==> src/rtl/vx_fetch_scheduler_pkg.sv <==
// vx_fetch_scheduler_pkg: shared GPU widths and helpers for the fetch scheduler
package vx_fetch_scheduler_pkg;
  localparam int NUM_WARPS   = 4;
  localparam int NUM_THREADS = 4;
  localparam int XLEN        = 32;
  localparam int UUID_WIDTH  = 8;
  localparam int NW_WIDTH    = (NUM_WARPS > 1) ? $clog2(NUM_WARPS) : 1;
  function automatic int min_int(input int a, input int b);
    return (a < b) ? a : b;
  endfunction
endpackage

==> src/rtl/vx_fetch_scheduler_arb.sv <==
// vx_fetch_scheduler_arb: round-robin arbiter whose priority rotates past the last winner
module vx_fetch_scheduler_arb #(
  parameter int NUM_REQS = 4,
  parameter int IW       = (NUM_REQS > 1) ? $clog2(NUM_REQS) : 1
) (
  input  logic                clk,
  input  logic                reset,
  input  logic [NUM_REQS-1:0] requests_i,
  input  logic                enable_i,
  output logic                grant_valid_o,
  output logic [IW-1:0]       grant_idx_o
);
  logic [IW-1:0] ptr_q, ptr_d;
  // scan from the pointer; descending loop lets the closest request win
  always_comb begin
    grant_valid_o = 1'b0;
    grant_idx_o   = '0;
    for (int i = NUM_REQS - 1; i >= 0; i--) begin
      if (requests_i[(int'(ptr_q) + i) % NUM_REQS]) begin
        grant_valid_o = 1'b1;
        grant_idx_o   = IW'((int'(ptr_q) + i) % NUM_REQS);
      end
    end
  end
  // advance priority to the slot just past an accepted winner
  always_comb begin
    ptr_d = (enable_i && grant_valid_o)
          ? ((int'(grant_idx_o) == NUM_REQS - 1) ? '0 : grant_idx_o + IW'(1))
          : ptr_q;
  end
  // pointer register
  always_ff @(posedge clk or posedge reset) begin
    if (reset) ptr_q <= '0;
    else       ptr_q <= ptr_d;
  end
endmodule

==> src/rtl/vx_fetch_scheduler.sv <==
// vx_fetch_scheduler: per-warp PC tracking and round-robin fetch request issue
module vx_fetch_scheduler
  import vx_fetch_scheduler_pkg::*;
#(
  parameter int WARP_CNT     = NUM_WARPS,
  parameter int THREAD_CNT   = NUM_THREADS,
  parameter int ISSUE_CNT    = min_int(WARP_CNT, 4),
  parameter int MAX_INFLIGHT = 2 * (WARP_CNT / ISSUE_CNT)
) (
  input  logic                  clk,
  input  logic                  reset,
  input  logic                  start_valid_i,
  input  logic [NW_WIDTH-1:0]   start_wid_i,
  input  logic [XLEN-1:0]       start_pc_i,
  input  logic                  stop_valid_i,
  input  logic [NW_WIDTH-1:0]   stop_wid_i,
  input  logic [WARP_CNT-1:0]   stall_mask_i,
  input  logic                  redirect_valid_i,
  input  logic [NW_WIDTH-1:0]   redirect_wid_i,
  input  logic [XLEN-1:0]       redirect_pc_i,
  input  logic                  rsp_fire_i,
  input  logic [NW_WIDTH-1:0]   rsp_wid_i,
  output logic                  sched_valid_o,
  input  logic                  sched_ready_i,
  output logic [NW_WIDTH-1:0]   sched_wid_o,
  output logic [XLEN-1:0]       sched_pc_o,
  output logic [THREAD_CNT-1:0] sched_tmask_o,
  output logic [UUID_WIDTH-1:0] sched_uuid_o,
  output logic [ISSUE_CNT-1:0]  mispredict_flush_o,
  output logic [WARP_CNT-1:0]   active_warps_o
);
  localparam int IFW = $clog2(MAX_INFLIGHT + 1);
  logic [WARP_CNT-1:0]   active_q, active_d, eligible, sel_vec, rsp_vec;
  logic [XLEN-1:0]       fetch_pc_q [WARP_CNT];
  logic [XLEN-1:0]       fetch_pc_d [WARP_CNT];
  logic [XLEN-1:0]       expect_pc_q [WARP_CNT];
  logic [XLEN-1:0]       expect_pc_d [WARP_CNT];
  logic [IFW-1:0]        inflight_q [WARP_CNT];
  logic [IFW-1:0]        inflight_d [WARP_CNT];
  logic                  slot_v_q, slot_v_d;
  logic [NW_WIDTH-1:0]   slot_wid_q, slot_wid_d, grant_idx;
  logic [XLEN-1:0]       slot_pc_q, slot_pc_d;
  logic [UUID_WIDTH-1:0] slot_uuid_q, slot_uuid_d, uuid_q, uuid_d;
  logic                  redir_ok, load, grant_valid, sel;
  // a redirect counts only for an active warp that is not being stopped in the same cycle
  assign redir_ok = redirect_valid_i && active_q[redirect_wid_i]
                 && !(stop_valid_i && stop_wid_i == redirect_wid_i);
  assign load     = !slot_v_q || sched_ready_i;
  assign sel      = load && grant_valid && !redir_ok;
  // eligibility plus per-warp select/response strobes
  always_comb begin
    eligible = '0;
    sel_vec  = '0;
    rsp_vec  = '0;
    for (int w = 0; w < WARP_CNT; w++) begin
      eligible[w] = active_q[w] && !stall_mask_i[w] && (inflight_q[w] < IFW'(MAX_INFLIGHT)) && !redir_ok;
      sel_vec[w]  = sel && grant_idx == NW_WIDTH'(w);
      rsp_vec[w]  = rsp_fire_i && rsp_wid_i == NW_WIDTH'(w) && !redir_ok;
    end
  end
  vx_fetch_scheduler_arb #(.NUM_REQS(WARP_CNT), .IW(NW_WIDTH)) u_arb (
    .clk           (clk),
    .reset         (reset),
    .requests_i    (eligible),
    .enable_i      (sel),
    .grant_valid_o (grant_valid),
    .grant_idx_o   (grant_idx)
  );
  // flush pulse targets the issue slice that owns the redirected warp
  always_comb begin
    mispredict_flush_o = '0;
    if (redir_ok) mispredict_flush_o[int'(redirect_wid_i) % ISSUE_CNT] = 1'b1;
  end
  // per-warp state: redirect rewinds, start seeds, stop overrides everything
  always_comb begin
    active_d    = active_q;
    fetch_pc_d  = fetch_pc_q;
    expect_pc_d = expect_pc_q;
    inflight_d  = inflight_q;
    for (int w = 0; w < WARP_CNT; w++) begin
      if (redir_ok) begin
        inflight_d[w] = '0;
        fetch_pc_d[w] = (redirect_wid_i == NW_WIDTH'(w)) ? redirect_pc_i : expect_pc_q[w];
        if (redirect_wid_i == NW_WIDTH'(w)) expect_pc_d[w] = redirect_pc_i;
      end else begin
        if (sel_vec[w]) fetch_pc_d[w] = fetch_pc_q[w] + XLEN'(4);
        if (rsp_vec[w]) expect_pc_d[w] = expect_pc_q[w] + XLEN'(4);
        inflight_d[w] = inflight_q[w] + IFW'(sel_vec[w]) - IFW'(rsp_vec[w]);
      end
      if (start_valid_i && start_wid_i == NW_WIDTH'(w) && !active_q[w]) begin
        active_d[w]    = 1'b1;
        fetch_pc_d[w]  = start_pc_i;
        expect_pc_d[w] = start_pc_i;
        inflight_d[w]  = '0;
      end
      if (stop_valid_i && stop_wid_i == NW_WIDTH'(w)) active_d[w] = 1'b0;
    end
  end
  // output slot: reload when empty or firing, dropped by a redirect
  always_comb begin
    slot_v_d    = slot_v_q;
    slot_wid_d  = slot_wid_q;
    slot_pc_d   = slot_pc_q;
    slot_uuid_d = slot_uuid_q;
    uuid_d      = uuid_q;
    if (redir_ok) slot_v_d = 1'b0;
    else if (load) begin
      slot_v_d = grant_valid;
      if (grant_valid) begin
        slot_wid_d  = grant_idx;
        slot_pc_d   = fetch_pc_q[grant_idx];
        slot_uuid_d = uuid_q;
        uuid_d      = uuid_q + UUID_WIDTH'(1);
      end
    end
  end
  // state registers
  always_ff @(posedge clk or posedge reset) begin
    if (reset) begin
      active_q    <= '0;
      slot_v_q    <= 1'b0;
      slot_wid_q  <= '0;
      slot_pc_q   <= '0;
      slot_uuid_q <= '0;
      uuid_q      <= '0;
      for (int w = 0; w < WARP_CNT; w++) begin
        fetch_pc_q[w]  <= '0;
        expect_pc_q[w] <= '0;
        inflight_q[w]  <= '0;
      end
    end else begin
      active_q    <= active_d;
      slot_v_q    <= slot_v_d;
      slot_wid_q  <= slot_wid_d;
      slot_pc_q   <= slot_pc_d;
      slot_uuid_q <= slot_uuid_d;
      uuid_q      <= uuid_d;
      fetch_pc_q  <= fetch_pc_d;
      expect_pc_q <= expect_pc_d;
      inflight_q  <= inflight_d;
    end
  end
  assign sched_valid_o  = slot_v_q;
  assign sched_wid_o    = slot_wid_q;
  assign sched_pc_o     = slot_pc_q;
  assign sched_uuid_o   = slot_uuid_q;
  assign sched_tmask_o  = '1;
  assign active_warps_o = active_q;
  a_no_underflow: assert property (@(posedge clk) disable iff (reset)
    (rsp_fire_i && !redir_ok) |-> inflight_q[rsp_wid_i] != '0);
endmodule

==> config.mk <==
export PLATFORM = sky130hd
export DESIGN_NAME = vx_fetch_scheduler
export DESIGN_NICKNAME = d
export VERILOG_FILES = /design/src/rtl/vx_fetch_scheduler_pkg.sv /design/src/rtl/vx_fetch_scheduler_arb.sv /design/src/rtl/vx_fetch_scheduler.sv
export SDC_FILE = /design/constraint.sdc
export NUM_CORES = 1
export LEC_CHECK = 0
export CELL_PAD_IN_SITES_DETAIL_PLACEMENT = 1
export CELL_PAD_IN_SITES_GLOBAL_PLACEMENT = 1
export CORE_MARGIN = 1
export CORE_UTILIZATION = 30
export CTS_BUF_LIST = sky130_fd_sc_hd__clkbuf_16
export DETAILED_ROUTE_END_ITERATION = 6
export PLACE_DENSITY_LB_ADDON = 0.12
export SYNTH_ARGS = -nofsm -noshare
export SYNTH_HDL_FRONTEND = slang
export SYNTH_SLANG_ARGS = --single-unit
==> constraint.sdc <==
create_clock -name clk -period 18.34 [get_ports clk]
set_input_delay 3.668 -clock clk [delete_from_list [all_inputs] [get_ports clk]]
set_output_delay 3.668 -clock clk [all_outputs]
set_load 0.1 [all_outputs]
==> results.txt <==
----------------------------------------------------
[STA]
  Slew at the pin closest to its max-slew limit ... 1180 ps
  Final total negative setup slack ... 0 ps
  Shortest clock period the worst path allows after layout ... 11,320 ps
  Max-Slew Margin vs Limit ... 0.2134
  Final period utilization ... 0.6173
  Worst hold slack after final layout ... 471.5 ps
  RSZ-0062 raised after global routing ... no
  Worst clock skew ... 37.71 ps
  Final Hold Violating Endpoints ... 0
  Final Max Slew Viols ... 0
  Setup violations, final ... 0
  Fmax achieved ... 0.08833 GHz

[Worst setup path]
  Element type at the critical path start ... input pin
  Source of the worst register-to-register timing path ... inflight_q[3]
  Worst Path Max Fanout ... 22
  Arrival time at the worst endpoint ... 7650 ps
  Required time reported for the critical path endpoint ... 14,670 ps
  Worst setup EP type ... output port
  Crit Path Category ... input pin to output port
  Worst setup startpoint ... redirect_wid_i[0]

[Routing]
  DRT Wirelength ... 124.8 mm
  Final routed DRC violation total ... 0
  Routed wire per std cell ... 32.78 µm
  Remaining antenna violation count ... 0
  Drt first pass iters ... 6
  Via-to-Cell Ratio ... 6.564
  Vias ... 25,000
  Initial DRC count ... 2,827

[Power]
  Part of the total power dissipated in the clock network ... 0.222
  Switching Fraction ... 0.5015
  Sw Pwr ... 1.914 mW
  Share of total power in sequential cells ... 0.340
  Internal power contribution ... 1.902 mW
  Power per Cell Area ... 147.4 nW/µm²
  Worst IR Drop VDD ... 0.00009806 V
  Total leakage power ... 9.948 nW
  Logic pwr share ... 0.438

[Finish]
  Area taken by multi-input logic gates ... 13,540 µm²
  Number of nets in the layout ... 2,909
  Fill cell instance count of the final layout ... 8,653
  Layout overhead on the synthesized area ... 15.41%
  Register cell area after layout ... 7833 µm²
  Final instance area ... 25,900 µm²
  Fraction of final layout cells sized beyond drive strength 1 ... 0.07635

[Synth]
  Number of synthesized register bits ... 313
  Avg Inst Size Synth ... 8.012 µm²
  Most used DFF post-synth ... sky130_fd_sc_hd__dfrtp_1
  Number of enable flip-flop cells after synthesis ... 0
  Post-synthesis cell count ... 2,801
  Yosys warns ... 0
  Fraction of registers with async set or reset after synthesis ... 1.000
  Proportion of synthesized chip area in sequential cells ... 0.3490
  Post-synth design cell area ... 22,440 µm²
  Synth cell types ... 95

[Floorplanning]
  Die Y ... 275.5 µm
  Starting density of the core ... 0.3055
  Top Ports ... 138
  Number of core rows ... 99
  Core area ... 73,450 µm²
  Area of the die ... 75,900 µm²
  Width of the die ... 275.5 µm

[CTS]
  Root buffer cell ... sky130_fd_sc_hd__clkbuf_16
  Register clock-pin slew on the reported worst setup and hold paths ... 50 ps
  Clk Latency, worst-skew pair ... 600 ps
  Buffers inserted by post-CTS timing repair ... 0
  CTS Hold Bufs ... 0
  Clk sinks ... 313
  PostCTS Resize Cnt ... 0
  Htree depth ... 2
  Clock tree from TritonCTS ... yes
  TritonCTS buffer count ... 44
  Clk buf depth ... 3

[Placed design]
  Routability congestion estimate ... 0.9176
  Hpwl dp ... 86.99 mm
  Instance area after placement ... 24,520 µm²
  Total of buffers placed on input and output ports ... 133

[Hold path]
  Source of the worst hold timing path ... sched_uuid_o[4]
  Hold/Removal Path Class ... flop to flop

[Global routing]
  Tot GR Track Use ... 0.3243
  Total overflow reported by the global router ... 0
  First-pass GRT wire length ... 177.5 mm
  Largest net degree at the start of global routing ... 103
  Number of global-route vias before repair ... 23,870
  Antenna violations before repair ... 3

[Outcome]
  Outcome ... finished clean

[Flow run]
  Maximum capacitance violations ... 0

----------------------------------------------------
cells in the final DEF, fill, tap and decap left out, types with 72 or more instances in the layout:
| master | n |
|---|---|
| sky130_fd_sc_hd__a21oi_1 | 274 |
| sky130_fd_sc_hd__a31oi_1 | 109 |
| sky130_fd_sc_hd__clkdlybuf4s50_1 | 133 |
| sky130_fd_sc_hd__dfrtp_1 | 313 |
| sky130_fd_sc_hd__mux2i_1 | 93 |
| sky130_fd_sc_hd__nand2_1 | 393 |
| sky130_fd_sc_hd__nand3_1 | 145 |
| sky130_fd_sc_hd__nor2_1 | 232 |
| sky130_fd_sc_hd__o21ai_0 | 160 |
| sky130_fd_sc_hd__o31ai_1 | 72 |
sequential cells by signal, summed over array words and instances, names as in the netlist:
name / count
u_arb.ptr_q: 2
active_warps_o: 4
sched_uuid_o: 8
sched_wid_o: 2
expect_pc_q: 121
sched_valid_o: 1
sched_pc_o: 32
fetch_pc_q: 127
inflight_q: 8
uuid_q: 8
metrics by stage:
step,total power [mW],setup WS [ps],instances,utilization
final,3.816,7019,3808,0.3526
after global routing,3.971,6941,3801,0.3523
after CTS,3.787,7133,3801,0.3523
after detailed placement,2.932,7150,3722,0.3338
after global placement,2.892,7195,3722,0.3338
after floorplan,2.302,6014,2804,-
power by group through the flow:
stage               registers, mW  clock network [mW]  logic [mW]
global placement             1.28                   0        1.62
CTS                          1.28               0.856        1.66
floorplan                    1.41                   0       0.892
global route                 1.32               0.877        1.77
detailed placement           1.29                   0        1.65
finish                       1.30               0.846        1.67
worst paths after layout:
check	end	slack (ps)	depth (start not counted)
worst max-delay path	mispredict_flush_o[0]	7020	7
worst min-delay path	sched_uuid_o[4]	470	2
worst max register to register	inflight_q[5]	13980	11
worst min register to register	sched_uuid_o[4]	470	2
max in group asynchronous	fetch_pc_q[31]	12450	4
min in group asynchronous	fetch_pc_q[90]	3640	2
cell usage after synthesis, types with 37 or more instances:
library cell | count | area (µm²)
sky130_fd_sc_hd__nand2_1 | 395 | 1483
sky130_fd_sc_hd__dfrtp_1 | 313 | 7833
sky130_fd_sc_hd__a21oi_1 | 279 | 1396
sky130_fd_sc_hd__nor2_1 | 233 | 874.6
sky130_fd_sc_hd__o21ai_0 | 160 | 800.8
sky130_fd_sc_hd__nand3_1 | 145 | 725.7
sky130_fd_sc_hd__clkbuf_1 | 139 | 521.8
sky130_fd_sc_hd__a31oi_1 | 109 | 681.9
sky130_fd_sc_hd__mux2i_1 | 93 | 930.9
sky130_fd_sc_hd__o31ai_1 | 72 | 540.5
sky130_fd_sc_hd__nand4_1 | 66 | 412.9
sky130_fd_sc_hd__inv_1 | 55 | 206.5
sky130_fd_sc_hd__buf_2 | 51 | 255.2
sky130_fd_sc_hd__a2bb2oi_1 | 37 | 324.1
sky130_fd_sc_hd__o22ai_1 | 37 | 231.5
sky130_fd_sc_hd__o41a_1 | 37 | 416.7
cells by family after synthesis:
group,Yosys count,synth area share
compound gates,979,0.3005
xor+xnor,55,0.02147
fa+ha+maj,17,0.009478
buf+inv,285,0.05364
flops,313,0.3490
mux,93,0.04148
other cells,1,0.0001671
simple gates,1058,0.2242
layer usage:
metal	routed length [µm]	part of all wire	vias to the layer above	GRT usage
met2	50650	0.41	1268	0.4528
met5	0	0	-	0
met3	10530	0.084	215	0.05394
met1	57830	0.46	12900	0.4824
li1	-	-	10610	-
met4	5798	0.046	0	0.1448
worst max-delay path, stage by stage:
cell	delay (ps)
sky130_fd_sc_hd__clkdlybuf4s50_1	970
sky130_fd_sc_hd__mux2i_1	240
sky130_fd_sc_hd__o22ai_2	190
sky130_fd_sc_hd__buf_4	450
sky130_fd_sc_hd__nand3_1	540
sky130_fd_sc_hd__inv_1	360
sky130_fd_sc_hd__clkdlybuf4s50_1	1190
layout make-up:
class / instances / share of cell area
multi-input cells: 2206 / 0.5227
flip-flops and latches: 313 / 0.3024
repair buffers: 186 / 0.06677
diodes: 7 / 0.0006764
well taps: 959 / 0.04633
inverters: 58 / 0.008697
clock inverters: 33 / 0.007972
clock buffers: 46 / 0.04445
(Power assumes the default switching activity.)
